## config.mk

```make
export PLATFORM = sky130hd
export DESIGN_NAME = logic_unit_pipe
export DESIGN_NICKNAME = d
export VERILOG_FILES = /design/src/rtl/logic_unit_pipe.sv
export SDC_FILE = /design/constraint.sdc
export NUM_CORES = 1
export LEC_CHECK = 0
export BUFFER_PORTS_ARGS = -buffer_cell sky130_fd_sc_hd__buf_2
export CELL_PAD_IN_SITES_DETAIL_PLACEMENT = 1
export CELL_PAD_IN_SITES_GLOBAL_PLACEMENT = 2
export CORE_UTILIZATION = 33
export CTS_CLUSTER_SIZE = 24
export DETAILED_ROUTE_END_ITERATION = 10
export PLACE_DENSITY = 0.94
export SLEW_MARGIN = 0
export SYNTH_ARGS = -nofsm -noshare
export SYNTH_HDL_FRONTEND = slang
export SYNTH_SLANG_ARGS = --single-unit
```

## constraint.sdc

```tcl
create_clock -name clk -period 2.3 [get_ports clk]
set_input_delay 0.345 -clock clk [delete_from_list [all_inputs] [get_ports clk]]
set_output_delay 0.345 -clock clk [all_outputs]
set_load 0.01 [all_outputs]
```

## src/rtl/logic_unit_pipe.sv

```systemverilog
// Pipelined bitwise logic unit (AND/OR/XOR/NOR, immediate forms, LUI) with a
// 2-entry output FIFO. Optional completed-op counter: define LOGIC_PERF_CNT_EN.
module logic_unit_pipe #(
  parameter int WIDTH = 32,
  parameter int IMM_W = 16
) (
  input  logic             clk,
  input  logic             rst_n,
  input  logic             in_valid,
  output logic             in_ready,
  input  logic [3:0]       in_op,
  input  logic [WIDTH-1:0] in_a,
  input  logic [WIDTH-1:0] in_b,
  input  logic [IMM_W-1:0] in_imm,
  output logic             out_valid,
  input  logic             out_ready,
  output logic [WIDTH-1:0] out_result,
  output logic             out_zero,
  output logic             out_illop,
  output logic [31:0]      op_count
);

  typedef struct packed {
    logic [WIDTH-1:0] result;
    logic             zero;
    logic             illop;
  } entry_t;

  // Immediates are always zero-extended; illegal opcodes yield 0 with illop set.
  function automatic entry_t compute(input logic [3:0] op, input logic [WIDTH-1:0] a,
                                     input logic [WIDTH-1:0] b, input logic [IMM_W-1:0] imm);
    entry_t           e;
    logic [WIDTH-1:0] zimm;
    zimm     = WIDTH'(imm);
    e.result = '0;
    e.illop  = 1'b0;
    case (op)
      4'd0:    e.result = a & b;
      4'd1:    e.result = a | b;
      4'd2:    e.result = a ^ b;
      4'd3:    e.result = ~(a | b);
      4'd4:    e.result = a & zimm;
      4'd5:    e.result = a | zimm;
      4'd6:    e.result = a ^ zimm;
      4'd7:    e.result = zimm << (WIDTH - IMM_W);
      default: begin
        e.result = '0;
        e.illop  = 1'b1;
      end
    endcase
    e.zero  = (e.result == '0);
    return e;
  endfunction

  entry_t     mem_r [2];
  entry_t     head_s;
  logic [1:0] count_r;
  logic       wr_ptr_r;
  logic       rd_ptr_r;
  logic       push_s;
  logic       pop_s;

  assign in_ready  = (count_r != 2'd2);
  assign out_valid = (count_r != 2'd0);
  assign push_s    = in_valid && in_ready;
  assign pop_s     = out_valid && out_ready;

  // FIFO storage, pointers and occupancy.
  always_ff @(posedge clk or negedge rst_n) begin
    if (!rst_n) begin
      for (int i = 0; i < 2; i++) mem_r[i] <= '0;
      count_r  <= 2'd0;
      wr_ptr_r <= 1'b0;
      rd_ptr_r <= 1'b0;
    end else begin
      if (push_s) begin
        mem_r[wr_ptr_r] <= compute(in_op, in_a, in_b, in_imm);
        wr_ptr_r        <= ~wr_ptr_r;
      end
      if (pop_s) rd_ptr_r <= ~rd_ptr_r;
      case ({push_s, pop_s})
        2'b10:   count_r <= count_r + 2'd1;
        2'b01:   count_r <= count_r - 2'd1;
        default: count_r <= count_r;
      endcase
    end
  end

  // Head entry, masked to zero while empty.
  always_comb begin
    head_s = '0;
    if (count_r != 2'd0) begin
      head_s = mem_r[rd_ptr_r];
    end else begin
      head_s = '0;
    end
  end

  assign out_result = head_s.result;
  assign out_zero   = head_s.zero;
  assign out_illop  = head_s.illop;

`ifdef LOGIC_PERF_CNT_EN
  logic [31:0] op_count_r;

  // Completed-op counter; wraps naturally at 2^32.
  always_ff @(posedge clk or negedge rst_n) begin
    if (!rst_n) begin
      op_count_r <= 32'd0;
    end else if (pop_s) begin
      op_count_r <= op_count_r + 32'd1;
    end
  end

  assign op_count = op_count_r;
`else
  assign op_count = 32'd0;
`endif

endmodule

```

## After elaboration in Yosys (flattened, before gate mapping)

Cells that the tools add are included.

| word-level totals | value |
|---|---|
| bits in registers | 72 |
| logic and storage cells | 55 |
| output and inout port bits | 68 |

| cells by class | value |
|---|---|
| equality and inequality tests | 10 |
| add/subtract/negate cells | 2 |
| bitwise gates (word level) | 11 |
| reduce and logical (&&, ||, !) cells | 8 |
| muxes and demuxes | 12 |
| magnitude comparators | 3 |

Operators by type and width:

| cell | count |
|---|---|
| 32-bit one-hot mux with 8 select lines | 1 |
| 34-bit 2-to-1 mux | 5 |
| 68-bit bitwise mux | 1 |
| 34-bit demux with 1-bit select | 1 |
| 32-bit by 16-bit bitwise AND with 32-bit output | 1 |
| 32-bit bitwise AND | 1 |
| 32-bit logical NOT | 1 |
| 32-bit 2-to-1 mux | 1 |
| 32-bit inverter | 1 |
| 32-bit by 16-bit bitwise OR with 32-bit output | 1 |
| 32-bit bitwise OR | 1 |
| 32-bit by 16-bit XOR with 32-bit output | 1 |
| 32-bit XOR | 1 |
| 4-bit by 3-bit equality test with 1-bit output (second input constant) | 4 |
| 4-bit by 2-bit equality test with 1-bit output (second input constant) | 2 |
| 8-bit OR reduction | 1 |
| 4-bit by 1-bit equality test with 1-bit output (second input constant) | 1 |
| 2-bit >= comparator (second input constant) | 2 |
| 4-bit logical NOT | 1 |
| 1-bit inverter with 2-bit output | 2 |
| 2-bit one-hot mux with 2 select lines | 1 |
| 2-bit nonzero test | 2 |
| 1-bit logical AND | 3 |
| 2-bit by 1-bit adder with 2-bit output (second input constant) | 1 |
| 7 further kinds | 9 |

## Longest topological paths before layout

Gate-level depths: netlist of the first run.

| depth | value |
|---|---|
| depth after elaboration | 6 |
| depth in mapped cells | 10 |
| mapped depth without buffers | 9 |

## Worst setup path after synthesis of the first run

No wires, ideal clock.

| timing | value |
|---|---|
| path kind | input port to flip-flop |
| from | input in_op[2] |
| to | register mem_r[1] (netlist name) |
| path slack | 0.252 ns |
| cell stages on the path | 8 |
| arrival time | 1.938 ns |
| required time | 2.190 ns |
| library setup time | 0.110 ns |
| cell sequence | buf_2 > buf_2 > mux2i_1 > o21ai_0 > a311o_1 > nor3b_1 > nand4_1 > o41ai_1 |

| on the way | value |
|---|---|
| word-level cells in the longest chain between the ends | 5 |
| elaborated cells between the ends (all ways) | 12 |
| those cells by class | 7 x eq/ne; 3 x mux; 2 x reduce/logical |

Ends and longest elaborated chain:

| what | line | source |
|---|---|---|
| from (decl) | 11 | `input logic [3:0] in_op,` |
| 4-bit by 3-bit equality test with 1-bit output (tied with other cells) | 37 | `case (op)` |
| 32-bit one-hot mux with 8 select lines (*) | 37 |  |
| 32-bit 2-to-1 mux (*) | 76 | `if (push_s) begin` |
| 32-bit logical NOT (*) | 51 | `e.zero = (e.result == '0);` |
| 68-bit bitwise mux (*) | 77 | `mem_r[wr_ptr_r] <= compute(in_op, in_a, in_b, in_imm);` |
| to (signal, indexed assignment) | 77 |  |
| to (decl) | 55 | `entry_t mem_r [2];` |

Every way passes the cells marked *; elsewhere a longest branch is shown, timed or not. The select of a mux whose other input is x is not followed.
A chain may end at the register's enable or synchronous reset.

## Worst setup path after layout of the first run

| timing | value |
|---|---|
| from | input in_op[0] |
| to | register mem_r[35] (netlist name) |

Same word-level chain as after synthesis.

==> summary by stage, run 1 <==
Run status
The run finished, with violations left. The checks that failed: negative hold slack.

Clock network
The number of hold buffers added after CTS was 0. TritonCTS built the clock tree. Counting the buffers created by CTS gives 9. The clock-pin slew of the registers on the worst-case setup and hold paths is 0.06 ns.

The clock sink total is 72. The number of setup buffers added after CTS is 0. The number of H-tree levels is 3. The clock network latency to the later pin of the worst-skew pair is 0.33 ns. Post-CTS repair changed the size of 0 cells. The number of buffers on the longest clock path is 2. The clock tree root buffer cell is sky130_fd_sc_hd__clkbuf_16.

Setup path
STA puts the critical path data required time at 2.52 ns. The most critical setup path has its startpoint at in_op[0]. The setup slack of the most critical reg-to-reg path is 0.38 ns. In this run the worst path has a maximum fanout of 13.

Data on the critical path arrives at its endpoint at 2.37 ns. The category of the worst setup path capture point is a register. The nature of the critical path startpoint is an input port. The worst setup path is of the input port to register kind. In this run the critical register-to-register path is launched from count_r[0].

Flow run
Max-cap violations in this run came to 0.

Drt
For this block, the via count after detailed routing is 6261. For this run, design rule violations remaining after detail routing come to 0. The first-pass iteration count of the detailed router is 8.

The wire length after detailed routing is 21.0 mm. The first routing iteration left 288 violations. The routed length per instance is 16.8 um. In the routed layout, each cell is associated on average with a via count of 5.01. The count of nets left with antenna violations once routing finished came out at 0.

Die
The die covers 21000 um2. The number of ports placed on the die boundary is 156. The die height is 145 um.

The initial core utilization is 34.2%. The region available for standard cell placement spans 19700 um2. In this run the horizontal extent of the chip is 145 um. The row count is 51.

Yosys
The synthesized netlist devotes 18.0% of its cell area to adder and majority cells. After synthesis, the mean cell area works out to 8.50 um2. The predominant post-synthesis flop cell is sky130_fd_sc_hd__dfrtp_1.

The number of distinct library cells after synthesis is 54. The area share of xor/xnor cells in the synthesized design is 2.58%. Ranked by total cell area, the synthesized netlist is headed by sky130_fd_sc_hd__dfrtp_1 27%, sky130_fd_sc_hd__ha_1 18%, sky130_fd_sc_hd__mux2i_1 9.1%, sky130_fd_sc_hd__nand2_1 5.5%, sky130_fd_sc_hd__inv_1 4.9%. The multiplexer area fraction after synthesis is 11.7%.

The synthesized design spends more area on one cell type than any other, namely sky130_fd_sc_hd__dfrtp_1. The cell count after synthesis is 793. The fraction of the yosys area taken by sequential cells is 26.7%.

The netlist area before placement is 6740 um2. The fraction of synthesis flops using an asynchronous set or reset pin is 100%. The top cell type by area accounts for 26.7% of the synthesized area. The number of flops mapped to enable cells by yosys is 0. The largest family of logic cells by synthesized area is adder cells. Of the total synthesized cell area, the portion taken by AND, OR, NAND and NOR gates is 13.2%. The count of yosys warnings during synthesis is 0. The synthesized-area fraction occupied by ao, oa, aoi and oai cells is 15.3%. The number of synthesized register bits is 72.

Timing
Setup repair after global routing left no endpoint under its margin. Across all hold checks on the routed design, the worst slack comes to -0.00985 ns. Setup violations remaining at the end of the flow were counted as 0. The worst setup skew after layout is 0.00497 ns. The slew of the pin with the lowest slew margin is 0.939 ns. Setup slack on the critical path of the routed design comes to 0.151 ns. The highest achievable clock rate is 0.465 GHz.

The final sum of negative setup slack is 0 ns. The number of pins exceeding their max-slew limit in the final report came to 0. After layout, the minimum clock period comes to 2.15 ns. The worst slew slack as a fraction of its limit is 36.9%. The number of hold violations in the final report is 20. The final critical path takes up 93.4% of the cycle.

Global routing
Global routing used 20.3% of the available tracks across all layers. The number of global-route vias before repair is 6836. The number of antenna violations at the first check in global routing is 2.

The largest net degree at the start of global routing is 53. The first global-routing pass estimated 34.5 mm of wire. The total grt overflow is 0.

Power and ir drop
The ratio of total power to cell area is 791 nW/um2. The leakage power is 4.60 nW. The completed layout was analyzed and its total power is 6.69 mW.

The worst IR drop on VDD is 0.481 mV.

Cells and area
The number of nets in the layout is 1164. Once layout is complete, the utilization of the core stands at 42.9%. In the layout the commonest cells are 123 x sky130_fd_sc_hd__buf_2, 99 x sky130_fd_sc_hd__nand2_1, 97 x sky130_fd_sc_hd__ha_1. The layout cell share with drive strength beyond 1 is 27.5%. The commonest non-fill, non-tap cell in the layout is sky130_fd_sc_hd__buf_2. The signed area change from the synthesized netlist to the final layout is 25.3%.

Placement
The sum of net half-perimeters after detailed placement is 16.8 mm. The count of buffers inserted at the top-level ports is 123. OpenSTA, run right after detailed placement, puts the worst setup slack at -0.171 ns. Routability-driven placement finished with a final weighted congestion of 0.860.

Worst hold path
In this run the worst hold path is classified as input port to asynchronous set/reset pin.
critical path: stages:
cell and delay [ns]:
sky130_fd_sc_hd__buf_2 0.29, sky130_fd_sc_hd__buf_12 0.17, sky130_fd_sc_hd__or3_1 0.25, sky130_fd_sc_hd__o22ai_1 0.12, sky130_fd_sc_hd__a21oi_1 0.28, sky130_fd_sc_hd__nand2_1 0.15
sky130_fd_sc_hd__nor4b_2 0.30, sky130_fd_sc_hd__nand3_1 0.14, sky130_fd_sc_hd__o41ai_1 0.31
sequential cells by signal, summed over array words and instances, names as in the netlist:
signal / count
wr_ptr_r: 1
mem_r: 68
count_r: 2
rd_ptr_r: 1
per-stage QoR:
stage          cell area (um2)  instances
6_report                  8450       1249
5_1_grt                   8450       1249
4_1_cts                   8450       1248
3_5_place_dp              8150       1233
3_3_place_gp              8150       1233
2_1_floorplan             6860        824
power by group:
part           internal, mW  leakage, nW  switching [mW]
sequential             1.81        0.948           0.309
combinational          1.30         3.50            1.82
clock                 0.940        0.149           0.497
final timing paths:
| path | end | cells after the start |
|---|---|---|
| max in group asynchronous | mem_r[41] | 2 |
| max | mem_r[35] | 9 |
| max reg2reg | mem_r[18] | 4 |
| min | mem_r[55] | 1 |
| min in group clk | wr_ptr_r | 4 |
| min reg2reg | mem_r[37] | 2 |
final cells by class:
type / instances / area [um2]
inverters: 89 / 334
diodes: 1 / 2.50
well taps: 265 / 332
clock inverters: 4 / 70.1
multi-input cells: 583 / 4230
repair buffers: 224 / 1450
fillers: 2401 / 11300
flip-flops and latches: 72 / 1800
clock buffers: 11 / 233
cell usage after synthesis, types with 4 or more instances:
cell	number
sky130_fd_sc_hd__nand2_1	99
sky130_fd_sc_hd__nor2b_1	6
sky130_fd_sc_hd__o21ai_0	55
sky130_fd_sc_hd__dfrtp_1	72
sky130_fd_sc_hd__mux2_2	16
sky130_fd_sc_hd__nor3_1	9
sky130_fd_sc_hd__nand4_1	4
sky130_fd_sc_hd__xnor2_1	10
sky130_fd_sc_hd__o211ai_1	6
sky130_fd_sc_hd__nor2_1	48
sky130_fd_sc_hd__buf_2	10
sky130_fd_sc_hd__a311o_1	4
sky130_fd_sc_hd__ha_1	97
sky130_fd_sc_hd__buf_4	33
sky130_fd_sc_hd__xor2_1	8
sky130_fd_sc_hd__a22oi_1	16
sky130_fd_sc_hd__nand2b_1	6
sky130_fd_sc_hd__or2_2	9
sky130_fd_sc_hd__a21oi_1	10
sky130_fd_sc_hd__a32oi_1	5
sky130_fd_sc_hd__mux2i_1	61
sky130_fd_sc_hd__o22ai_1	13
sky130_fd_sc_hd__a31oi_1	16
sky130_fd_sc_hd__buf_6	5
sky130_fd_sc_hd__clkbuf_1	27
sky130_fd_sc_hd__nand3_1	9
sky130_fd_sc_hd__inv_1	88
sky130_fd_sc_hd__a222oi_1	8
routing by layer:
layer	share of wire [%]	vias to the layer above	track usage, %
met3	4.5	30	2.61
met2	47	178	34.4
li1	-	3017	-
met5	0	-	0
met4	2.5	0	7.07
met1	46	3036	26.5
kinds of logic after synthesis:
kind of cell,Yosys count
AO/OA/AOI/OAI,156
XOR/XNOR,19
adder cells (fa/ha/maj),97
buffers and inverters,169
flip-flops,72
multiplexers,77
other,1
AND/OR/NAND/NOR,202
Note: power is estimated with default switching activity, not from simulation.
==> run 2, diff against run 1 <==
Settings changed: CORE_MARGIN from default to 2.
==> summary by stage, run 2 (same netlist as run 1, synthesis figures left out) <==
Setup path
In this run the number of cells on the critical path is 4. Tracing the worst setup path back leads to its startpoint at rd_ptr_r. At the worst endpoint, the arrival time is 1.87 ns. Among cell families on the critical path, the largest total delay comes from flip-flops.

STA classifies the critical path startpoint as a register. The slowest stage of the critical path belongs to the cell sky130_fd_sc_hd__dfrtp_2. The cell depth of the worst flop-to-flop path is 6. STA classifies the critical path endpoint as an output port.

On the worst path, the slowest cell contributes a delay of 0.74 ns. The number of buffers and inverters on the critical path is 2. Across all register-to-register paths, the minimum setup slack is 0.34 ns.

The critical path goes through buf_12 -> mux2i_1 -> nor2_1 -> buf_2. STA puts the critical path data required time at 1.96 ns. The launch point of the worst reg-to-reg path is count_r[0].

The worst register-to-register path ends at mem_r[38]. The most critical setup path has its endpoint at out_result[21]. The type of the worst setup path is register to output port. Along the worst path, the maximum fanout reaches 18.

Cells and area
The number of nets in the layout is 1168. The count of non-filler cells in the finished layout is 1258. With fillers left out, the area of the finished cells amounts to 8500 um2.

The largest registers in the layout are mem_r x68, count_r x2. The library cell used most frequently in the layout, excluding fill and tap cells, is sky130_fd_sc_hd__buf_2. Cells fill 42.1% of the core in the end. The register with the most flip-flops in the layout has 68 of them. The post-route netlist has 28.3% of its cells at a drive strength greater than 1. The number of fill cells is 2511. The antenna diode count is 0. The area growth from synthesis to layout is 26.0%.

Leaving out fill and tap cells, the most frequent cells in the layout are 123 x sky130_fd_sc_hd__buf_2, 99 x sky130_fd_sc_hd__nand2_1, 99 x sky130_fd_sc_hd__buf_4. The register bank with the most flops is mem_r.

Placement
The wire-length estimate of the detail-placed layout is 16.4 mm. During placement, the flow inserted port buffers numbering 123. Timing analysis after detailed placement gives a worst setup slack of -0.444 ns. The post-detailed-placement cell area is 8120 um2. The placer congestion estimate is 0.860. After detailed placement, the design holds a cell count of 1239.

Timing
The slew of the pin with the lowest slew margin is 0.801 ns. The worst setup skew after layout is 0.00548 ns. The clock period minus final worst setup slack is 2.22 ns. Setup total negative slack on the finished layout was measured at 0 ns.

The slack of the critical path is 0.0832 ns. Based on the critical path, the design can be clocked at up to 0.451 GHz. The total setup violations reported at the end of the flow is 0. The number of hold violations in the final report is 0. The worst hold slack is 0.371 ns. The number of pins exceeding their max-slew limit in the final report came to 0. The worst pin sits at a relative slew slack of 46.6%. In the finished design, the share of the clock period the worst path needs comes to 96.4%.

Flow run
The number of max-cap violations is 0.

Clock network
The later pin in the worst-skew pair is clocked with a latency of 0.33 ns. Counting along the longest clock path gives a buffer depth of 2. The total clock buffers created by CTS is 9. The clock-pin slew of the registers on the worst-case setup and hold paths is 0.06 ns. The clock tree synthesis step divided the H-tree into 3 levels. The clock tree root buffer cell is sky130_fd_sc_hd__clkbuf_16. The clock sink total is 72. The TritonCTS clock tree is built.

Drt
The first-pass iteration count of the detailed router is 6. After detailed routing, the average wire length per cell comes to 16.2 um. The detail-routed via count per cell is 4.95.

In this run the remaining antenna-violating nets after routing total 0. Wires add up to 20.4 mm. The number of design-rule violations left by the first detailed-router iteration is 332. Across all layers, the routed design uses 6222 vias.

After detailed routing, the number of remaining DRC violations is 0.

Power and ir drop
After layout, the design draws a total of 6.60 mW. The analysis attributes to cell leakage a power of 4.62 nW. Power spread over the standard cell area amounts to 777 nW/um2. The worst-case IR drop observed on VDD is 0.377 mV.

Global routing
The largest net degree at the start of global routing is 55. The number of global-route vias before repair came to 6473. The total routing usage reported by global routing is 18.9%.

The total overflow left after global routing is 0. The number of antenna violations at the first check in global routing came to 0. The first global-routing pass estimated 33.1 mm of wire.

Run status
The flow ran to the end, and the final reports show no timing, DRC or antenna violations.

Die
The initial core utilization is 33.4%. The floorplan die area is 21600 um2. In this run the core area contains 52 standard-cell rows.

The die height is 147 um. The overall die width is 147 um. During I/O placement, the number of pins put on the boundary was 156. The total area inside the core boundary comes to 20200 um2.

Worst hold path
The worst hold path begins at out_ready. The tightest min-delay check is of the input port to register type.
[run 2: cell types whose count changed in the layout (fill, tap and decap cells not counted), sizes merged]
cell         previous run  this run
dlygate4sd3             0         1
buf                   224       227
bufinv                  2         1
diode                   1         0
clkbuf                 11        13
[run 2: worst min path at each step]
stage                 end  slack (ns)  cells after the start
4_1_cts          rd_ptr_r        0.36                      3
3_5_place_dp    mem_r[49]        0.33                      1
2_1_floorplan  count_r[0]        0.05                      0
3_3_place_gp    mem_r[48]        0.32                      1
5_1_grt          rd_ptr_r        0.39                      3
6_report         rd_ptr_r        0.37                      3
[run 2: metal layers]
layer,global-route usage (%),up-vias,part of all wire (%),wire [um]
li1,-,3025,-,-
met1,25.5,3043,46,9390
met2,32.3,134,49,9990
met3,2.39,20,3.4,685
met4,5.00,0,1.7,344
met5,0,-,0,0
[run 2: repair_timing]
action / 4_1_cts / 5_1_grt
hold endpoints to repair: 18 / 0
buffers inserted: 0 / 2
hold buffers: 1 / 0
pin swaps: 0 / 7
endpoints found under the setup margin: 2 / 2
gates resized for setup: 1 / 9
[run 2: final cells by class]
cell class	count	area [um2]	share of cell area, %
sequential	72	1800	21.2
clock buffer	13	260	3.06
clock inverter	3	40.0	0.471
inverter	89	334	3.93
timing repair buffer	228	1450	17.1
tap	270	338	3.98
multi-input combinational	583	4270	50.3
[run 2: worst register-to-register path: cells and delay by family, from the launching register on]
kind | cells | cell delay (ns)
simple gates | 5 | 1.17
flops | 1 | 0.43
buf+inv | 1 | 0.29
[run 2: report_power, final]
| group | total (mW) | internal, mW | switching [mW] |
|---|---|---|---|
| Clock | 1.40 | 0.895 | 0.504 |
| Combinational | 3.00 | 1.30 | 1.70 |
| Sequential | 2.20 | 1.81 | 0.388 |
| Total | 6.60 | 4.01 | 2.59 |
==> run 3, diff against run 2 <==
Settings changed: MAX_ROUTING_LAYER from default to met4.
==> summary by stage, run 3 (same netlist as run 1, synthesis figures left out) <==
Timing
The final sum of negative setup slack is 0 ns. In this run the tightest slew margin relative to its limit is 47.1%. Based on the critical path, the design can be clocked at up to 0.452 GHz. Setup slack closes at 0.0874 ns. The number of hold violations in the final report is 0. The number of pins exceeding their max-slew limit in the final report is 0. The worst setup skew after layout is 0.00396 ns. At the pin with the least slew margin, the transition time is 0.793 ns. The worst path uses 96.2% of the clock period. The total setup violations reported at the end of the flow is 0. The worst path needs 2.21 ns of the cycle, external delays included.

The worst hold slack is 0.379 ns.

Power and ir drop
The relative contribution of combinational cells to total power is 45.3%. The worst IR drop on VDD is 0.444 mV. Net switching is 39.4% of the power.

Summing internal, switching and leakage power gives 6.62 mW. The ratio of total power to cell area is 778 nW/um2. The leakage power is 4.61 nW. The internal power contribution is 4.01 mW.

The proportion of power drawn by the clock network is 21.4%. The register share of total power is 33.3%. The power dissipated by switching net loads is 2.61 mW.

Die
The row count is 52. The initial utilization of the core area, before any placement, comes to 33.4%. The overall die width is 147 um. The die height is 147 um. The floorplan die area is 21600 um2.

The total core area is 20200 um2. The number of ports placed on the die boundary is 156.

Cells and area
The area growth from synthesis to layout is 26.0%. The number of nets in the layout is 1167. The number of antenna diodes in the final layout is 0. In the layout the commonest cells are 122 x sky130_fd_sc_hd__buf_2, 99 x sky130_fd_sc_hd__nand2_1, 99 x sky130_fd_sc_hd__buf_4. The layout cell share with drive strength beyond 1 is 28.6%. The largest registers in the layout are mem_r x68, count_r x2. The commonest non-fill, non-tap cell in the layout is sky130_fd_sc_hd__buf_2.

The register bank with the most flops is mem_r. The final cell area excluding filler cells is 8500 um2. The register with the most flip-flops in the layout has 68 of them.

Drt
The wire length after detailed routing is 20.4 mm. For this block, the via count after detailed routing is 6160. After detailed routing, the number of remaining DRC violations is 0. The detail-routed via count per cell is 4.90. In this run, the number of DRC markers left after iteration 0 of detailed routing was 288. The count of nets left with antenna violations after detail routing is 0.

The first detailed-routing pass took 4 iterations. The routed length per instance is 16.2 um.

Global routing
The number of global-route vias before repair is 6445. Summed over all layers, the global routing overflow is 0. The first global-routing pass estimated 33.2 mm of wire. The number of antenna violations at the first check in global routing is 0. Entering global routing, the biggest net connects 55 pins. Global routing consumed, over all layers together, 19.7% of the routing resources.

Clock network
The clock network latency to the later pin of the worst-skew pair is 0.33 ns. The TritonCTS clock tree is built. The clock-pin slew of the registers on the worst-case setup and hold paths is 0.06 ns.

The total clock buffers created by CTS is 9. The clock sink total is 72. CTS placed an instance of sky130_fd_sc_hd__clkbuf_16 at the clock tree root. CTS built an H-tree with a depth of 3. The number of buffers on the longest clock path is 2.

Setup path
Of all nets on the critical path, the largest fanout is 11. The data arrival time of the critical path is 2.43 ns. The worst setup path is launched from an input port. STA classifies the critical path endpoint as a register.

The type of the worst setup path is input port to register. Data on the critical path is required at its endpoint by 2.52 ns.

Placement
The placer congestion estimate is 0.874. OpenSTA, run right after detailed placement, puts the worst setup slack at -0.447 ns. The sum of net half-perimeters after detailed placement is 16.4 mm. The count of buffers added on input and output ports is 123.

The post-detailed-placement cell area is 8120 um2.

Flow run
The number of max-cap violations is 0.

Run status
The flow ran to the end, and the final reports show no timing, DRC or antenna violations.

Worst hold path
The path class of the tightest hold or removal check is input port to register.
## run 3: path summary, 6_finish.rpt
check                           start         to  slack, ns  depth (start not counted)
hold reg to reg             mem_r[41]  mem_r[41]       0.47                          2
min in group asynchronous       rst_n  mem_r[45]       0.52                          2
setup / recovery             in_op[1]   mem_r[1]       0.09                          8
max in group asynchronous       rst_n  mem_r[43]       1.14                          3
setup reg to reg           count_r[0]  mem_r[43]       0.35                          6
hold / removal              out_ready   rd_ptr_r       0.38                          3
## run 3: per-stage QoR
step	utilization, %	instances
after global placement	40.3	1239
after detailed placement	40.3	1239
after floorplan	-	824
after CTS	41.9	1256
after global routing	42.1	1257
final	42.1	1257
## run 3: metal layers
metal	track usage, %	routed length [um]	vias up	share of wire [%]
met4	5.05	316	0	1.5
met1	25.5	9500	2993	47
met3	2.08	694	15	3.4
met5	-	0	-	0
li1	-	-	3018	-
met2	33.2	9910	134	49
## run 3: what timing repair did
action / in CTS / in global routing
buffers inserted: 0 / 1
gates resized for setup: 1 / 10
endpoints found under the setup margin: 2 / 2
pin swaps: 0 / 1
hold buffers: 1 / 0
hold endpoints to repair: 18 / 0
## run 3: layout make-up
type                       instances  area [um2]
multi-input combinational        583        4270
clock inverter                     5        55.1
tap                              270         338
inverter                          89         334
timing repair buffer             227        1440
sequential                        72        1800
clock buffer                      11         253
fill                            2494       11700
## run 3: worst max-delay path, cell delays in order
cell and delay [ns]:
sky130_fd_sc_hd__clkbuf_4 0.18, sky130_fd_sc_hd__buf_4 0.16, sky130_fd_sc_hd__xor2_2 0.21, sky130_fd_sc_hd__and2_4 0.19
sky130_fd_sc_hd__a222oi_1 0.53, sky130_fd_sc_hd__nor3b_1 0.26, sky130_fd_sc_hd__nand4_1 0.17, sky130_fd_sc_hd__o41ai_1 0.38
## run 3: power by group through the flow
stage	registers (mW)	clock network [mW]	logic, mW
after global placement	2.17	0	2.93
after detailed placement	2.21	0	3.02
final	2.20	1.41	3.00
after global routing	2.28	1.50	3.36
after floorplan	2.04	0	1.96
after CTS	2.21	1.44	3.04
